File: config.mk
export PLATFORM = sky130hd
export DESIGN_NAME = hbridge_coil_array_flat
export DESIGN_NICKNAME = d
export VERILOG_FILES = /design/src/rtl/hbridge_coil_array_if.sv /design/src/rtl/hbridge_coil_array.sv /design/src/flat_wrapper.sv
export SDC_FILE = /design/constraint.sdc
export NUM_CORES = 1
export LEC_CHECK = 0
export ABC_AREA = 1
export CELL_PAD_IN_SITES_DETAIL_PLACEMENT = 1
export CELL_PAD_IN_SITES_GLOBAL_PLACEMENT = 1
export CORE_ASPECT_RATIO = 1.5
export CORE_MARGIN = 2
export CORE_UTILIZATION = 50
export CTS_CLUSTER_DIAMETER = 150
export DETAILED_ROUTE_END_ITERATION = 12
export DONT_BUFFER_PORTS = 1
export GPL_ROUTABILITY_DRIVEN = 1
export PLACE_DENSITY_LB_ADDON = 0.1
export SYNTH_ARGS = -nofsm -noshare
export SYNTH_HDL_FRONTEND = slang
export SYNTH_SLANG_ARGS = --single-unit
File: constraint.sdc
create_clock -name clk -period 3.47 [get_ports clk]
set_clock_uncertainty 0.05 [all_clocks]
set_input_delay 0.8675 -clock clk [delete_from_list [all_inputs] [get_ports clk]]
set_output_delay 0.8675 -clock clk [all_outputs]
set_load 0.03 [all_outputs]
File: src/rtl/hbridge_coil_array_if.sv
// Gate/status bundle for the coil array: controller side is master,
// the coil model is slave.
interface hbridge_coil_array_if #(
  parameter int NCH   = 2,
  parameter int CUR_W = 13
);
  logic [NCH-1:0]       low_1;
  logic [NCH-1:0]       high_1;
  logic [NCH-1:0]       low_2;
  logic [NCH-1:0]       high_2;
  logic [NCH-1:0]       polarity_invert_config;
  logic                 fault_clr;
  logic [NCH*CUR_W-1:0] current;
  logic [NCH-1:0]       shoot_through;
  logic [NCH-1:0]       dt_viol;
  logic [NCH*8-1:0]     fault_cnt;

  modport master (
    output low_1, high_1, low_2, high_2, polarity_invert_config, fault_clr,
    input  current, shoot_through, dt_viol, fault_cnt
  );

  modport slave (
    input  low_1, high_1, low_2, high_2, polarity_invert_config, fault_clr,
    output current, shoot_through, dt_viol, fault_cnt
  );
endinterface

File: src/rtl/hbridge_coil_array.sv
// H-bridge coil array model: per-channel gate decode, saturating current
// ramp/decay, shoot-through and dead-time monitors.

// One coil channel. Gate index map: 0=low_1 1=high_1 2=low_2 3=high_2,
// so the opposite switch on the same leg is index^1.
module hbridge_coil_lane #(
  parameter int CUR_W     = 13,
  parameter int RISE_STEP = 4,
  parameter int SLOW_STEP = 1,
  parameter int FAST_STEP = 8,
  parameter int ISAT      = 4095,
  parameter int DEAD_MIN  = 2
) (
  input  logic                    clk,
  input  logic                    resetn,
  input  logic                    i_l1,
  input  logic                    i_h1,
  input  logic                    i_l2,
  input  logic                    i_h2,
  input  logic                    i_inv,
  input  logic                    i_clr,
  output logic signed [CUR_W-1:0] o_cur,
  output logic                    o_st,
  output logic                    o_dt,
  output logic [7:0]              o_cnt
);
  localparam int DW = $clog2(DEAD_MIN + 2);
  // Two guard bits so +/-step never overflows before the clamp.
  localparam int EW = CUR_W + 2;
  localparam logic signed [EW-1:0] L_RISE = EW'(RISE_STEP);
  localparam logic signed [EW-1:0] L_SLOW = EW'(SLOW_STEP);
  localparam logic signed [EW-1:0] L_FAST = EW'(FAST_STEP);
  localparam logic signed [EW-1:0] L_ISAT = EW'(ISAT);
  localparam logic [DW-1:0]        L_DMIN = DW'(DEAD_MIN);

  typedef enum logic [2:0] {M_FAULT, M_POS, M_NEG, M_SLOW, M_FAST} mode_e;

  logic signed [CUR_W-1:0] r_cur;
  logic                    r_st;
  logic                    r_dt;
  logic [7:0]              r_cnt;
  logic [3:0]              r_prev;
  logic [3:0][DW-1:0]      r_off;

  logic [3:0]              w_g;
  logic [3:0]              w_rise;
  logic [3:0][DW-1:0]      w_off_now;
  logic                    w_viol;
  logic                    w_fault;
  mode_e                   w_mode;
  logic signed [EW-1:0]    w_ext;
  logic signed [EW-1:0]    w_sum;
  logic signed [EW-1:0]    w_step;
  logic signed [EW-1:0]    w_nxt;

  assign w_g     = {i_h2, i_l2, i_h1, i_l1};
  assign w_fault = (i_h1 & i_l1) | (i_h2 & i_l2);

  // Gate decode in priority order; invert swaps the two drive directions.
  always_comb begin
    w_mode = M_SLOW;
    if (w_fault)                     w_mode = M_FAULT;
    else if (i_h1 & i_l2)            w_mode = i_inv ? M_NEG : M_POS;
    else if (i_h2 & i_l1)            w_mode = i_inv ? M_POS : M_NEG;
    else if (w_g == 4'b0000)         w_mode = M_FAST;
  end

  // Off-time per gate (falling-edge cycle = 0, saturating at DEAD_MIN) and
  // dead-time check on each rise. A rise against a gate that is on now is
  // a shoot-through, not a dead-time event.
  always_comb begin
    w_rise    = '0;
    w_off_now = '0;
    w_viol    = 1'b0;
    for (int i = 0; i < 4; i++) begin
      w_rise[i] = w_g[i] & ~r_prev[i];
      if (w_g[i] || r_prev[i])    w_off_now[i] = '0;
      else if (r_off[i] >= L_DMIN) w_off_now[i] = L_DMIN;
      else                         w_off_now[i] = r_off[i] + 1'b1;
    end
    for (int i = 0; i < 4; i++) begin
      if (w_rise[i] && !w_g[i ^ 1] && (w_off_now[i ^ 1] < L_DMIN))
        w_viol = 1'b1;
    end
  end

  // Next current: clamp while driven, decay toward zero without overshoot.
  always_comb begin
    w_ext  = $signed({{2{r_cur[CUR_W-1]}}, r_cur});
    w_sum  = w_ext;
    w_step = (w_mode == M_FAST) ? L_FAST : L_SLOW;
    w_nxt  = w_ext;
    case (w_mode)
      M_POS: begin
        w_sum = w_ext + L_RISE;
        w_nxt = (w_sum > L_ISAT) ? L_ISAT : w_sum;
      end
      M_NEG: begin
        w_sum = w_ext - L_RISE;
        w_nxt = (w_sum < -L_ISAT) ? -L_ISAT : w_sum;
      end
      M_SLOW, M_FAST: begin
        if (w_ext > 0)      w_nxt = (w_ext < w_step)  ? '0 : w_ext - w_step;
        else if (w_ext < 0) w_nxt = (-w_ext < w_step) ? '0 : w_ext + w_step;
      end
      default: w_nxt = w_ext;
    endcase
  end

  // State update; a new fault or violation beats a same-cycle clear.
  always_ff @(posedge clk or negedge resetn) begin
    if (!resetn) begin
      r_cur  <= '0;
      r_st   <= 1'b0;
      r_dt   <= 1'b0;
      r_cnt  <= '0;
      r_prev <= '0;
      r_off  <= {4{L_DMIN}};
    end else begin
      r_cur  <= w_nxt[CUR_W-1:0];
      r_prev <= w_g;
      r_off  <= w_off_now;
      r_st   <= (r_st & ~i_clr) | w_fault;
      r_dt   <= (r_dt & ~i_clr) | w_viol;
      if (w_fault)    r_cnt <= i_clr ? 8'd1 : ((r_cnt == 8'hFF) ? r_cnt : r_cnt + 8'd1);
      else if (i_clr) r_cnt <= '0;
    end
  end

  assign o_cur = r_cur;
  assign o_st  = r_st;
  assign o_dt  = r_dt;
  assign o_cnt = r_cnt;
endmodule

module hbridge_coil_array #(
  parameter int NCH       = 2,
  parameter int CUR_W     = 13,
  parameter int RISE_STEP = 4,
  parameter int SLOW_STEP = 1,
  parameter int FAST_STEP = 8,
  parameter int ISAT      = 4095,
  parameter int DEAD_MIN  = 2
) (
  input  logic                 clk,
  input  logic                 resetn,
  hbridge_coil_array_if.slave  bus
);
  logic [NCH-1:0][CUR_W-1:0] w_cur;
  logic [NCH-1:0][7:0]       w_cnt;
  logic [NCH-1:0]            w_st;
  logic [NCH-1:0]            w_dt;

  for (genvar n = 0; n < NCH; n++) begin : g_ch
    hbridge_coil_lane #(
      .CUR_W(CUR_W), .RISE_STEP(RISE_STEP), .SLOW_STEP(SLOW_STEP),
      .FAST_STEP(FAST_STEP), .ISAT(ISAT), .DEAD_MIN(DEAD_MIN)
    ) u_lane (
      .clk   (clk),
      .resetn(resetn),
      .i_l1  (bus.low_1[n]),
      .i_h1  (bus.high_1[n]),
      .i_l2  (bus.low_2[n]),
      .i_h2  (bus.high_2[n]),
      .i_inv (bus.polarity_invert_config[n]),
      .i_clr (bus.fault_clr),
      .o_cur (w_cur[n]),
      .o_st  (w_st[n]),
      .o_dt  (w_dt[n]),
      .o_cnt (w_cnt[n])
    );
  end

  assign bus.current       = w_cur;
  assign bus.fault_cnt     = w_cnt;
  assign bus.shoot_through = w_st;
  assign bus.dt_viol       = w_dt;
endmodule

File: src/flat_wrapper.sv
// flat-port wrapper written by rule: the top's interface ports become plain ports
module hbridge_coil_array_flat 
#(
  parameter int NCH       = 2,
  parameter int CUR_W     = 13,
  parameter int RISE_STEP = 4,
  parameter int SLOW_STEP = 1,
  parameter int FAST_STEP = 8,
  parameter int ISAT      = 4095,
  parameter int DEAD_MIN  = 2
)
  (clk, resetn, bus_low_1, bus_high_1, bus_low_2, bus_high_2, bus_polarity_invert_config, bus_fault_clr, bus_current, bus_shoot_through, bus_dt_viol, bus_fault_cnt);
  hbridge_coil_array_if #(.NCH(NCH), .CUR_W(CUR_W)) bus_i ();
  input  logic clk;
  input  logic resetn;
  input wire logic [$bits(bus_i.low_1)-1:0] bus_low_1;
  input wire logic [$bits(bus_i.high_1)-1:0] bus_high_1;
  input wire logic [$bits(bus_i.low_2)-1:0] bus_low_2;
  input wire logic [$bits(bus_i.high_2)-1:0] bus_high_2;
  input wire logic [$bits(bus_i.polarity_invert_config)-1:0] bus_polarity_invert_config;
  input wire logic [$bits(bus_i.fault_clr)-1:0] bus_fault_clr;
  output wire logic [$bits(bus_i.current)-1:0] bus_current;
  output wire logic [$bits(bus_i.shoot_through)-1:0] bus_shoot_through;
  output wire logic [$bits(bus_i.dt_viol)-1:0] bus_dt_viol;
  output wire logic [$bits(bus_i.fault_cnt)-1:0] bus_fault_cnt;
  assign bus_i.low_1 = bus_low_1;
  assign bus_i.high_1 = bus_high_1;
  assign bus_i.low_2 = bus_low_2;
  assign bus_i.high_2 = bus_high_2;
  assign bus_i.polarity_invert_config = bus_polarity_invert_config;
  assign bus_i.fault_clr = bus_fault_clr;
  assign bus_current = bus_i.current;
  assign bus_shoot_through = bus_i.shoot_through;
  assign bus_dt_viol = bus_i.dt_viol;
  assign bus_fault_cnt = bus_i.fault_cnt;
  hbridge_coil_array #(.NCH(NCH), .CUR_W(CUR_W), .RISE_STEP(RISE_STEP), .SLOW_STEP(SLOW_STEP), .FAST_STEP(FAST_STEP), .ISAT(ISAT), .DEAD_MIN(DEAD_MIN)) u_core (.clk(clk), .resetn(resetn), .bus(bus_i));
endmodule
* Word level (Yosys, flattened, before mapping)
Cells that the tools add are included.
** Word-level totals
- Flip-flop bits (word level) :: 70
- Logic and storage cells :: 218
** Cells by class
- Add/sub/neg operators :: 20
- $lt $le $gt $ge :: 28
- Equality and inequality tests :: 14
- Mux-type cells :: 59
- Bitwise operators :: 35
- Reduce and logical (&&, ||, !) cells :: 44
** Operators by type and width (number)
- two-way mux 13 bit :: 12
- case mux 13 bit (3 select lines) :: 2
- two-way mux 8 bit :: 7
- two-way mux 2 bit :: 20
- less-than comparator 15 x 5 -> 1 bit :: 2
- negation 13 -> 15 bit :: 2
- adder 13 x 4 -> 14 bit, second input constant :: 2
- > comparator 14 x 13 -> 1 bit, second input constant :: 2
- less-than comparator 14 x 13 -> 1 bit, second input constant :: 2
- subtractor 13 x 4 -> 14 bit, second input constant :: 2
- adder 13 x 5 -> 13 bit :: 2
- > comparator 13 x 1 -> 1 bit, second input constant :: 2
- less-than comparator 13 x 1 -> 1 bit, second input constant :: 2
- less-than comparator 13 x 5 -> 1 bit :: 2
- subtractor 13 x 5 -> 13 bit :: 2
- two-way mux 3 bit :: 8
- AND 1 bit :: 20
- adder 2 x 1 -> 2 bit, second input constant :: 8
- adder 8 x 1 -> 8 bit, second input constant :: 2
- equality test 8 bit, second input constant :: 2
- >= comparator 2 bit, second input constant :: 8
- logical AND 1 bit :: 16
- less-than comparator 2 bit, second input constant :: 8
- equality test 3 x 2 -> 1 bit, second input constant :: 4
- other kinds (15) :: 61

* Logic depth before layout (Yosys ltp)
Gate-level depths: netlist of the first run.
- Depth after elaboration :: 12
- Gate-level depth with buffers :: 20
- Mapped depth without buffers :: 18

* Hierarchy
From an unflattened synthesis of the first run, not the netlist that was laid out.
** Second synthesis, totals
- Cell total of the unflattened synthesis :: 1091
- Area, all modules :: 7025.5 µm²
** By module, submodules not included
- hbridge_coil_lane at u_core.g_ch[0].u_lane :: times used 1, cells an instance 553, area each 3550.9 µm²
- hbridge_coil_lane at u_core.g_ch[1].u_lane :: times used 1, cells an instance 538, area each 3474.6 µm²

* Worst setup path after synthesis of the first run
Ideal clock, no wire load.
- Kind :: input to register
- Start :: in bus_low_2[1]
- End :: reg u_core.g_ch[1].u_lane.r_cur[12]
- Setup time :: 113 ps
- Arrival time :: 2531 ps
- Slack :: 777 ps
- Cell stages on the path :: 14
- Cells stage by stage :: inv_1 -> nand4_2 -> ha_1 -> inv_1 -> nand3_1 -> a21oi_1 -> nand3_1 -> xor2_1 -> nand2_1 -> nand2_1 -> nand2_1 -> nand3_1 -> nand2_1 -> inv_1
** On the way
- Word-level cells in the longest chain between the ends :: 12
** RTL lines
- start, declared :: RTL line flat_wrapper.sv:18 : input wire logic [$bits(bus_i.low_2)-1:0] bus_low_2;
- logical NOT 4 bit :: RTL line hbridge_coil_array.sv:65 : else if (w_g == 4'b0000) w_mode = M_FAST;
- two-way mux 3 bit :: RTL line hbridge_coil_array.sv:65
- two-way mux 3 bit :: RTL line hbridge_coil_array.sv:64 : else if (i_h2 & i_l1) w_mode = i_inv ? M_POS : M_NEG;
- two-way mux 3 bit :: RTL line hbridge_coil_array.sv:63 : else if (i_h1 & i_l2) w_mode = i_inv ? M_NEG : M_POS;
- two-way mux 3 bit * :: RTL line hbridge_coil_array.sv:62 : if (w_fault) w_mode = M_FAULT;
- equality test 3 bit :: RTL line hbridge_coil_array.sv:91, hbridge_coil_array.sv:93
- two-way mux 4 bit :: RTL line hbridge_coil_array.sv:91 : w_step = (w_mode == M_FAST) ? L_FAST : L_SLOW;
- adder 13 x 5 -> 13 bit / less-than comparator 15 x 5 -> 1 bit (equally long branches) :: RTL line hbridge_coil_array.sv:104 : else if (w_ext < 0) w_nxt = (-w_ext < w_step) ? '0 : w_ext + w_step;
- two-way mux 13 bit (2 in a row) :: RTL line hbridge_coil_array.sv:104
- two-way mux 13 bit :: RTL line hbridge_coil_array.sv:103 : if (w_ext > 0) w_nxt = (w_ext < w_step) ? '0 : w_ext - w_step;
- case mux 13 bit (3 select lines) :: RTL line hbridge_coil_array.sv:93 : case (w_mode)
- end signal, assigned :: RTL line hbridge_coil_array.sv:120 : r_cur <= w_nxt[CUR_W-1:0];
- end, declared :: RTL line hbridge_coil_array.sv:38 : logic signed [CUR_W-1:0] r_cur;
Mark *: on every way between the ends. The rest lies on a longest branch, timed or not. The select of a mux whose other input is x is not followed.
A chain may end at the register's enable or synchronous reset.

* Final worst setup path of the first run
- Start :: reg u_core.g_ch[1].u_lane.r_cur[1]
- End :: reg u_core.g_ch[1].u_lane.r_cur[12]
** On the way
- Word-level cells in the longest chain between the ends :: 6
** RTL lines (RTL line)
- negation 13 -> 15 bit :: hbridge_coil_array.sv:104
- less-than comparator 15 x 5 -> 1 bit :: hbridge_coil_array.sv:104
- two-way mux 13 bit (2 in a row) :: hbridge_coil_array.sv:104
- two-way mux 13 bit :: hbridge_coil_array.sv:103
- case mux 13 bit (3 select lines) :: hbridge_coil_array.sv:93
Parallel ways exist; a longest one is shown, timed or not. The select of a mux whose other input is x is not followed.

==> impl_table.tex, run 1 <==
\begin{tabular}{lr}
\hline
Metric & Value \\
\hline
\multicolumn{2}{l}{\textbf{Route}} \\
\quad Count of nets left with antenna violations after detail routing & 0 \\
\quad Detailed router's first-iteration violation count & 262 \\
\quad Wirelength per Cell & around 19 um \\
\quad Routed Wire Length & approximately 25000 um \\
\quad Count of TritonRoute iterations in the first routing pass & 5 \\
\quad DR vias & 7350 \\
\quad Detailed-route vias per instance & between 5 and 6 \\
\quad DRC violation count after routing & 0 \\
\multicolumn{2}{l}{\textbf{Setup path}} \\
\quad Maximum net fanout on the critical path & 13 \\
\quad Crit. End Element & register \\
\quad Peak per-stage delay on the critical path & around 0.56 ns \\
\quad Worst Path Arrival & 3.14 ns \\
\quad Most prevalent standard cell on the critical path & sky130\_fd\_sc\_hd\_\_nand2\_1 \\
\quad Category of the most critical setup path & reg2reg \\
\quad Cell at the slowest stage of the critical path & sky130\_fd\_sc\_hd\_\_dfrtp\_1 \\
\quad Cells along the critical path & nor2\_1, nand2\_1, xor2\_1, ha\_1, o21ai\_0, nand2\_1, inv\_1, nand2\_1, nor2\_1, nand2\_2, nand2\_1, nand2\_1, nand2\_1, nand3\_1, nand2\_1, inv\_1 \\
\quad Data required time at the worst endpoint & between 3 and 4 ns \\
\quad Startpoint Class & register \\
\multicolumn{2}{l}{\textbf{Die}} \\
\quad Boundary pin count & between 50 and 60 \\
\quad Horizontal extent of the die & 100 um \\
\quad Area of the die & 14900 um\^{}2 \\
\quad Effective utilization at floorplan & about half \\
\quad Core footprint & roughly 14000 um\^{}2 \\
\quad Die height & 149 um \\
\quad \# rows & 52 \\
\multicolumn{2}{l}{\textbf{Power and ir drop}} \\
\quad IR drop worst, VDD & about 0.42 mV \\
\quad Lkg Pwr & just under 4 nW \\
\quad Power Density & between 700 and 800 nW/um\^{}2 \\
\multicolumn{2}{l}{\textbf{Place}} \\
\quad Routability cong. & approximately 0.95 \\
\quad Port-buffer cells & 0 \\
\quad Placed instance area & 7160 um\^{}2 \\
\quad Detailed placer's ending HPWL & roughly 19000 um \\
\multicolumn{2}{l}{\textbf{Synth}} \\
\quad Async set-or-reset flop fraction in the synthesized netlist & 100\% \\
\quad Post-Synthesis Cells & between 1000 and 1500 \\
\quad Summed instance area of the synthesized netlist & around 7000 um\^{}2 \\
\quad Number of flops mapped to enable cells by yosys & 0 \\
\quad Syn nets & between 1000 and 1500 \\
\quad Count of synthesis-stage warnings from yosys & 0 \\
\quad Number of storage elements in the synthesis netlist & 70 \\
\quad Number of distinct library cells after synthesis & 46 \\
\quad Post-synthesis average cell area & approximately 6.3 um\^{}2 \\
\quad Commonest register cell after synthesis & sky130\_fd\_sc\_hd\_\_dfrtp\_1 \\
\quad Post-synthesis sequential area ratio & between 20\% and 30\% \\
\multicolumn{2}{l}{\textbf{Timing}} \\
\quad Setup TNS & 0 ns \\
\quad Actual slew at the worst max-slew pin & 0.909 ns \\
\quad Final max-slew violation count & 0 \\
\quad Setup violators final & 0 \\
\quad Period utilization & about 85\% \\
\quad Tightest hold margin & 0.168 ns \\
\quad Max Clock Freq & 0.338 GHz \\
\quad Max-slew headroom at the worst pin & 39.4\% \\
\quad Number of endpoints with negative hold slack in the final report & 0 \\
\quad Setup repair after global routing missed its margin & no \\
\quad Post-layout min period & between 2 and 3 ns \\
\multicolumn{2}{l}{\textbf{Outcome}} \\
\quad Status & finished clean \\
\multicolumn{2}{l}{\textbf{Clocking}} \\
\quad Post-CTS clock slew at the launch and capture registers of the worst setup and hold paths & approximately 0.060 ns \\
\quad Cts bufs inserted & 9 \\
\quad Insertion delay to the later sink of the worst-skew pair & $\sim$0.34 ns \\
\quad Deepest clock path buffer count & 2 \\
\quad Number of buffers inserted by hold repair at cts & 0 \\
\quad PostCTS Resize Cnt & 0 \\
\quad Total number of clock tree sinks & 70 \\
\quad TritonCTS clock tree & yes \\
\quad Buffer type at the clock tree root & sky130\_fd\_sc\_hd\_\_clkbuf\_16 \\
\quad Total setup buffers inserted after CTS & 0 \\
\quad Max H-tree Level & 3 \\
\multicolumn{2}{l}{\textbf{Cells and area}} \\
\quad Post-route cell area & between 7000 and 8000 um\^{}2 \\
\quad Most common cell after layout, fill and taps aside & sky130\_fd\_sc\_hd\_\_nand2\_1 \\
\quad Antenna diodes & 0 \\
\quad Area added between synthesis and finish & 7.36\% \\
\quad Commonest non-fill, non-tap cells in the layout & 381 x sky130\_fd\_sc\_hd\_\_nand2\_1, 123 x sky130\_fd\_sc\_hd\_\_inv\_1, 107 x sky130\_fd\_sc\_hd\_\_nand3\_1 \\
\quad Final Net Count & 1144 \\
\quad End-of-flow core utilization & 55.3\% \\
\quad Fraction of layout cells with a size suffix above 1 & between 10\% and 20\% \\
\multicolumn{2}{l}{\textbf{GRT}} \\
\quad Pin count of the biggest net entering global routing & 71 \\
\quad Antenna violations before repair & 0 \\
\quad Via count of the first global-routing pass & 7847 \\
\quad Wire length of the first global-routing pass & between 30000 and 40000 um \\
\quad Overall fraction of global-route tracks in use & between 30\% and 40\% \\
\quad Overflow left after global routing & 0 \\
\multicolumn{2}{l}{\textbf{Min path}} \\
\quad Class of the worst hold path & in2async \\
\multicolumn{2}{l}{\textbf{Run}} \\
\quad Max-cap viol count & 0 \\
\hline
\end{tabular}
## layer usage
| layer | track usage, % | wire (um) | vias up |
|---|---|---|---|
| met3 | 4.28 | 818 | 94 |
| met5 | 0 | 0 | - |
| met1 | 35.9 | 9010 | 3568 |
| met2 | 63.7 | 13300 | 188 |
| li1 | - | - | 3500 |
| met4 | 20.8 | 1500 | 0 |
## flip-flops by register name (all words and copies together) (netlist names)
name,count
u_core.g_ch.u_lane.o_cnt,16
u_core.g_ch.u_lane.o_cur,26
u_core.g_ch.u_lane.o_dt,2
u_core.g_ch.u_lane.o_st,2
u_core.g_ch.u_lane.r_off,16
u_core.g_ch.u_lane.r_prev,8
## stage by stage
step,cells,setup slack [ns],total power [mW]
5_1_grt,1270,0.298,6.34
6_report,1270,0.511,5.90
2_1_floorplan,1099,0.777,3.88
4_1_cts,1270,0.531,5.89
3_3_place_gp,1254,0.399,4.73
3_5_place_dp,1254,0.282,4.83
## cell families after synthesis
kind of cell	synth area share, %
DFF	25.3
and+or+nand+nor	42.9
adders and majority gates	5.02
xor gates and xnor gates	6.15
buffers and inverters	11.2
AOI/OAI and AO/OA	9.40
## path summary, 6_finish.rpt
| check | from | to | slack [ns] | depth (start not counted) |
|---|---|---|---|---|
| setup / recovery | u_core.g_ch[1].u_lane.o_cur[1] | u_core.g_ch[1].u_lane.o_cur[12] | 0.51 | 16 |
| hold / removal | resetn | u_core.g_ch[1].u_lane.o_cnt[3] | 0.17 | 0 |
| setup reg to reg | u_core.g_ch[1].u_lane.o_cur[1] | u_core.g_ch[1].u_lane.o_cur[12] | 0.51 | 16 |
| hold reg to reg | u_core.g_ch[1].u_lane.r_off[6] | u_core.g_ch[1].u_lane.r_off[6] | 0.38 | 1 |
| max in group asynchronous | resetn | u_core.g_ch[0].u_lane.r_off[7] | 2.97 | 0 |
| min in group clk | u_core.g_ch[1].u_lane.r_off[6] | u_core.g_ch[1].u_lane.r_off[6] | 0.38 | 1 |
## layout make-up
type | instances | area [um^2]
fillers | 1927 | 6050
multi-input cells | 850 | 4430
flip-flops and latches | 70 | 1760
inverters | 141 | 537
repair buffers | 31 | 233
clock buffers | 10 | 229
well taps | 162 | 203
clock inverters | 6 | 93.8
## power breakdown
part / total, mW / switching (mW) / internal (mW)
Sequential: 1.42 / 0.458 / 0.959
Clock: 1.03 / 0.390 / 0.637
Combinational: 3.46 / 2.38 / 1.08
Total: 5.90 / 3.22 / 2.68
## Yosys cell counts, types with 2 or more instances
cell                       count  area share [%]
sky130_fd_sc_hd__nand2_4       4            0.65
sky130_fd_sc_hd__o211ai_1      4            0.43
sky130_fd_sc_hd__clkbuf_1      3            0.16
sky130_fd_sc_hd__nand3_2       4            0.57
sky130_fd_sc_hd__nor3_1       19             1.4
sky130_fd_sc_hd__buf_6         5            0.81
sky130_fd_sc_hd__o21ai_1       5            0.36
sky130_fd_sc_hd__nand3b_1      5            0.54
sky130_fd_sc_hd__a21oi_2      10             1.3
sky130_fd_sc_hd__dfrtp_1      62              22
sky130_fd_sc_hd__a31oi_1       9            0.81
sky130_fd_sc_hd__nand4_1      14             1.3
sky130_fd_sc_hd__inv_1       123             6.6
sky130_fd_sc_hd__nor4_1        7            0.63
sky130_fd_sc_hd__o31ai_1       2            0.22
sky130_fd_sc_hd__a2111o_1      2            0.32
sky130_fd_sc_hd__nand2_2      11            0.99
sky130_fd_sc_hd__inv_2        12            0.65
sky130_fd_sc_hd__nand4_2       2            0.36
sky130_fd_sc_hd__or2_2         4            0.36
sky130_fd_sc_hd__nand2_1     381              21
sky130_fd_sc_hd__o21ai_0      39             2.8
sky130_fd_sc_hd__dfstp_2       8             3.0
sky130_fd_sc_hd__o22ai_2       2            0.36
sky130_fd_sc_hd__nand3_1     107             7.7
sky130_fd_sc_hd__clkinv_1      4            0.22
sky130_fd_sc_hd__xnor2_1       3            0.38
sky130_fd_sc_hd__nor2_1       74             4.0
sky130_fd_sc_hd__nor2_2       15             1.3
sky130_fd_sc_hd__buf_2        19             1.4
sky130_fd_sc_hd__nor2_4       13             2.1
sky130_fd_sc_hd__a21oi_1      31             2.2
sky130_fd_sc_hd__ha_1         28             5.0
sky130_fd_sc_hd__xor2_1       46             5.8
sky130_fd_sc_hd__buf_4        11             1.2
## worst max-delay path: cells and delay by family (launching register included)
family          cells  cell delay [ns]
compound gates      1             0.13
fa+ha+maj           1             0.27
flops               1             0.56
buf+inv             2             0.09
xor+xnor            1             0.21
simple gates       11             1.53
No activity file was read; power rests on OpenSTA's default activity.
==> inputs of run 2 (changes only) <==
Settings changed: CAP_MARGIN set to 5.
==> results of run 2 <==
Same layout as run 1: the final DEF is identical, and so are final timing and power.
==> inputs of run 3 (changes only) <==
Settings changed: CORE_MARGIN 2 to not set, CORE_UTILIZATION 50 to 47, SYNTH_HIERARCHICAL set to 1.
Clock period 3.47 ns to 3.35 ns, I/O delays scaled along.
==> run 3 against run 2 <==
Register-to-register slack is essentially flat; combinational power increased by 6.6%; power up 7.2%; area after synthesis is 0.74% higher; via count decreased by 2.7%; design area shrank 0.23%; critical path type unchanged; critical endpoint is now u_core/g_ch[0].u_lane/o_cur[6].
==> impl_table.tex, run 3 <==
\begin{tabular}{lr}
\hline
Metric & Value \\
\hline
\multicolumn{2}{l}{\textbf{Synth}} \\
\quad Leading cell types by total area after synthesis & sky130\_fd\_sc\_hd\_\_dfrtp\_1 22\%, sky130\_fd\_sc\_hd\_\_nand2\_1 18\%, sky130\_fd\_sc\_hd\_\_nand3\_1 7.9\%, sky130\_fd\_sc\_hd\_\_inv\_1 6.4\%, sky130\_fd\_sc\_hd\_\_nor2\_1 5.2\% \\
\quad Fraction of post-synthesis cell area in the top cell type by area & 22.1\% (-0.16 points) \\
\quad Count of synthesis-stage warnings from yosys & 6 (+6) \\
\quad Post-Synthesis Cells & 1091 (-0.73\%) \\
\quad Post-synthesis sequential area ratio & 25.1\% (-0.18 points) \\
\quad Syn nets & 1132 (-0.70\%) \\
\quad Library cell with the largest summed area after synthesis & sky130\_fd\_sc\_hd\_\_dfrtp\_1 \\
\quad Number of storage elements in the synthesis netlist & 70 (unchanged) \\
\quad Summed instance area of the synthesized netlist & 7030 um\^{}2 (+0.74\%) \\
\quad Async set-or-reset flop fraction in the synthesized netlist & 100\% (unchanged) \\
\quad Top cell types by occurrence after synthesis & 329 x sky130\_fd\_sc\_hd\_\_nand2\_1, 120 x sky130\_fd\_sc\_hd\_\_inv\_1, 111 x sky130\_fd\_sc\_hd\_\_nand3\_1 \\
\quad Library cell with the highest instance count after synthesis & sky130\_fd\_sc\_hd\_\_nand2\_1 \\
\quad Post-synthesis average cell area & 6.44 um\^{}2 (+1.5\%) \\
\quad Commonest register cell after synthesis & sky130\_fd\_sc\_hd\_\_dfrtp\_1 \\
\quad Number of distinct library cells after synthesis & 50 (+8.7\%) \\
\quad Number of flops mapped to enable cells by yosys & 0 (unchanged) \\
\multicolumn{2}{l}{\textbf{Timing}} \\
\quad Setup violators final & 0 (unchanged) \\
\quad Number of endpoints with negative hold slack in the final report & 0 (unchanged) \\
\quad Final max-slew violation count & 0 (unchanged) \\
\quad Setup repair after global routing missed its margin & no \\
\quad Post-layout min period & 2.83 ns (-0.125 ns) \\
\quad Actual slew at the worst max-slew pin & 0.904 ns (-0.00470 ns) \\
\quad Setup TNS & 0 ns (unchanged) \\
\quad Max-slew headroom at the worst pin & 39.7\% (+0.31 points) \\
\quad Period utilization & 84.6\% (-0.66 points) \\
\quad Max Clock Freq & 0.353 GHz (+4.4\%) \\
\multicolumn{2}{l}{\textbf{Cells and area}} \\
\quad Post-route cell area & 7470 um\^{}2 (-0.23\%) \\
\quad Antenna diodes & 0 (unchanged) \\
\quad Number of flip-flops in the largest register & 26 (unchanged) \\
\quad Final Net Count & 1133 (-0.96\%) \\
\quad Fraction of layout cells with a size suffix above 1 & 13.3\% (+0.85 points) \\
\quad Area added between synthesis and finish & 6.32\% \\
\quad Commonest non-fill, non-tap cells in the layout & 329 x sky130\_fd\_sc\_hd\_\_nand2\_1, 120 x sky130\_fd\_sc\_hd\_\_inv\_1, 111 x sky130\_fd\_sc\_hd\_\_nand3\_1 \\
\quad Most common cell after layout, fill and taps aside & sky130\_fd\_sc\_hd\_\_nand2\_1 \\
\multicolumn{2}{l}{\textbf{Min path}} \\
\quad Class of the worst hold path & in2async \\
\multicolumn{2}{l}{\textbf{Setup path}} \\
\quad Data required time at the worst endpoint & 3.52 ns (-0.13 ns) \\
\quad Reg-to-Reg End & u\_core/g\_ch[0].u\_lane/o\_cur[6] \\
\quad Startpoint Class & register \\
\quad Capturing instance or port of the critical path & u\_core/g\_ch[0].u\_lane/o\_cur[6] \\
\quad Maximum net fanout on the critical path & 10 (-3) \\
\quad Worst setup slack for register-to-register paths & 0.52 ns (about the same) \\
\quad Worst Path Arrival & 3.01 ns (-0.13 ns) \\
\quad Beginning of the worst register-to-register path & u\_core/g\_ch[0].u\_lane/o\_cur[0] \\
\quad Critical path startpoint & u\_core/g\_ch[0].u\_lane/o\_cur[0] \\
\quad Crit. End Element & register \\
\quad Category of the most critical setup path & reg2reg \\
\quad Path depth of the worst reg2reg path & 17 (+1) \\
\multicolumn{2}{l}{\textbf{Route}} \\
\quad WL met2 & 12800 um (-4.0\%) \\
\quad Met3 routed WL & 590 um (-28\%) \\
\quad Count of nets left with antenna violations after detail routing & 0 (unchanged) \\
\quad Wirelength per Cell & 18.0 um (-7.1\%) \\
\quad M1 wire length & 8760 um (-2.7\%) \\
\quad Detailed-route vias per instance & 5.53 (-4.5\%) \\
\quad Top layer in use & met4 \\
\quad Count of TritonRoute iterations in the first routing pass & 5 (unchanged) \\
\quad Detailed router's first-iteration violation count & 165 (-37\%) \\
\quad DRC violation count after routing & 0 (unchanged) \\
\quad DR vias & 7149 (-2.7\%) \\
\quad Routed Wire Length & 23300 um (-5.4\%) \\
\multicolumn{2}{l}{\textbf{GRT}} \\
\quad Wire length of the first global-routing pass & 37000 um (-7.4\%) \\
\quad Antenna violations before repair & 0 (unchanged) \\
\quad Via count of the first global-routing pass & 7369 (-6.1\%) \\
\quad Overflow left after global routing & 0 (unchanged) \\
\quad Pin count of the biggest net entering global routing & 71 (unchanged) \\
\quad Overall fraction of global-route tracks in use & 31.3\% (-3.0 points) \\
\multicolumn{2}{l}{\textbf{Clocking}} \\
\quad TritonCTS clock tree & yes \\
\quad Number of buffers inserted by hold repair at cts & 0 (unchanged) \\
\quad Cts bufs inserted & 9 (unchanged) \\
\quad Total number of clock tree sinks & 70 (unchanged) \\
\quad Max H-tree Level & 3 (unchanged) \\
\quad PostCTS Resize Cnt & 0 (unchanged) \\
\quad Total setup buffers inserted after CTS & 0 (unchanged) \\
\quad Buffer type at the clock tree root & sky130\_fd\_sc\_hd\_\_clkbuf\_16 \\
\quad Insertion delay to the later sink of the worst-skew pair & 0.34 ns (about the same) \\
\quad Deepest clock path buffer count & 2 (unchanged) \\
\quad Post-CTS clock slew at the launch and capture registers of the worst setup and hold paths & 0.07 ns (about the same) \\
\multicolumn{2}{l}{\textbf{Die}} \\
\quad Horizontal extent of the die & 102 um (+1.4\%) \\
\quad Boundary pin count & 59 (unchanged) \\
\quad Core footprint & 14600 um\^{}2 (+7.8\%) \\
\quad Area of the die & 15500 um\^{}2 (+3.5\%) \\
\quad \# rows & 54 (+3.8\%) \\
\quad Die height & 152 um (+2.1\%) \\
\quad Effective utilization at floorplan & 48.1\% (-3.4 points) \\
\multicolumn{2}{l}{\textbf{Power and ir drop}} \\
\quad Lkg Pwr & 3.76 nW (-2.2\%) \\
\quad IR drop worst, VDD & 0.585 mV (+39\%) \\
\quad Power Density & 847 nW/um\^{}2 (+7.4\%) \\
\quad Total power & 6.32 mW (+7.2\%) \\
\multicolumn{2}{l}{\textbf{Place}} \\
\quad Detailed placer's ending HPWL & 18100 um (-5.8\%) \\
\quad Port-buffer cells & 0 (unchanged) \\
\quad Placed instance area & 7180 um\^{}2 (+0.17\%) \\
\quad Routability cong. & 0.935 (-1.1\%) \\
\multicolumn{2}{l}{\textbf{Outcome}} \\
\quad Status & finished clean \\
\multicolumn{2}{l}{\textbf{Run}} \\
\quad Max-cap viol count & 0 (unchanged) \\
\hline
\end{tabular}
[run 3: cell count changes in the layout (fill, tap and decap cells not counted), sizes merged, moves of 6 or more]
cell / change
nand2: -40
nor2: +24
o21ai: +17
xor2: -12
buf: -11
a31oi: -8
a21oi: +6
[run 3: worst min-delay path by stage]
stage | start | endpoint | cells after the start | slack (ns)
finish | resetn | u_core/g_ch[0].u_lane/o_cnt[6] | 0 | 0.13
global route | resetn | u_core/g_ch[0].u_lane/o_cnt[2] | 0 | 0.13
CTS | resetn | u_core/g_ch[1].u_lane/r_prev[2] | 0 | 0.13
detailed placement | u_core/g_ch[1].u_lane/r_prev[1] | u_core/g_ch[1].u_lane/r_off[2] | 1 | 0.36
global placement | u_core/g_ch[1].u_lane/r_prev[1] | u_core/g_ch[1].u_lane/r_off[2] | 1 | 0.36
floorplan | u_core/g_ch[1].u_lane/r_prev[2] | u_core/g_ch[1].u_lane/r_off[5] | 1 | 0.35
[run 3: per-stage QoR]
| step | hold slack (ns) | cells | setup slack (ns) | utilization (%) |
|---|---|---|---|---|
| 2_1_floorplan | 0.350 | 1091 | 0.738 | - |
| 3_3_place_gp | 0.360 | 1277 | 0.349 | 49.2 |
| 3_5_place_dp | 0.362 | 1277 | 0.295 | 49.2 |
| 4_1_cts | 0.131 | 1293 | 0.531 | 51.2 |
| 5_1_grt | 0.128 | 1293 | 0.284 | 51.2 |
| 6_report | 0.135 | 1293 | 0.516 | 51.2 |
[run 3: layout make-up]
cell class / instances / area [um^2]
Clock inverter: 5 / 60.1
Multi-Input combinational cell: 845 / 4470
Tap cell: 196 / 245
Timing Repair Buffer: 20 / 150
Sequential cell: 70 / 1760
Inverter: 146 / 548
Clock buffer: 11 / 233
Fill cell: 2068 / 7120
[run 3: worst max-delay path, cell delays in order (launching register included)]
cell                      delay, ns
sky130_fd_sc_hd__dfrtp_1       0.51
sky130_fd_sc_hd__inv_1         0.22
sky130_fd_sc_hd__ha_1          0.27
sky130_fd_sc_hd__nand2_1       0.16
sky130_fd_sc_hd__inv_1         0.12
sky130_fd_sc_hd__nand2_1       0.09
sky130_fd_sc_hd__nor2_2        0.14
sky130_fd_sc_hd__nand3_1       0.21
sky130_fd_sc_hd__nand2_1       0.14
sky130_fd_sc_hd__nand2_1       0.09
sky130_fd_sc_hd__nor2_4        0.14
sky130_fd_sc_hd__nand2_4       0.12
sky130_fd_sc_hd__nand2_1       0.08
sky130_fd_sc_hd__nand2_1       0.05
sky130_fd_sc_hd__nand2_1       0.05
sky130_fd_sc_hd__nand3_1       0.11
sky130_fd_sc_hd__nand2_1       0.10
sky130_fd_sc_hd__nand2_1       0.05
[run 3: cells by family (layout without fill, tap and decap cells)]
| group | Yosys count | after routing | synth area share [%] |
|---|---|---|---|
| AOI/OAI and AO/OA | 127 | 127 | 10.7 |
| xor gates and xnor gates | 34 | 34 | 4.35 |
| adders and majority gates | 28 | 28 | 4.99 |
| buffers and inverters | 176 | 182 | 11.3 |
| DFF | 70 | 70 | 25.1 |
| and+or+nand+nor | 656 | 656 | 43.7 |
[run 3: layer usage]
metal | vias up | global-route usage (%)
met5 | - | 0
met4 | 0 | 17.1
met3 | 57 | 3.07
met2 | 133 | 60.9
met1 | 3460 | 31.9
li1 | 3499 | -
[run 3: where the power goes]
group / switching [mW] / internal [mW] / total (mW)
sequential: 0.655 / 1.00 / 1.66
clock: 0.401 / 0.579 / 0.980
combinational: 2.53 / 1.15 / 3.69
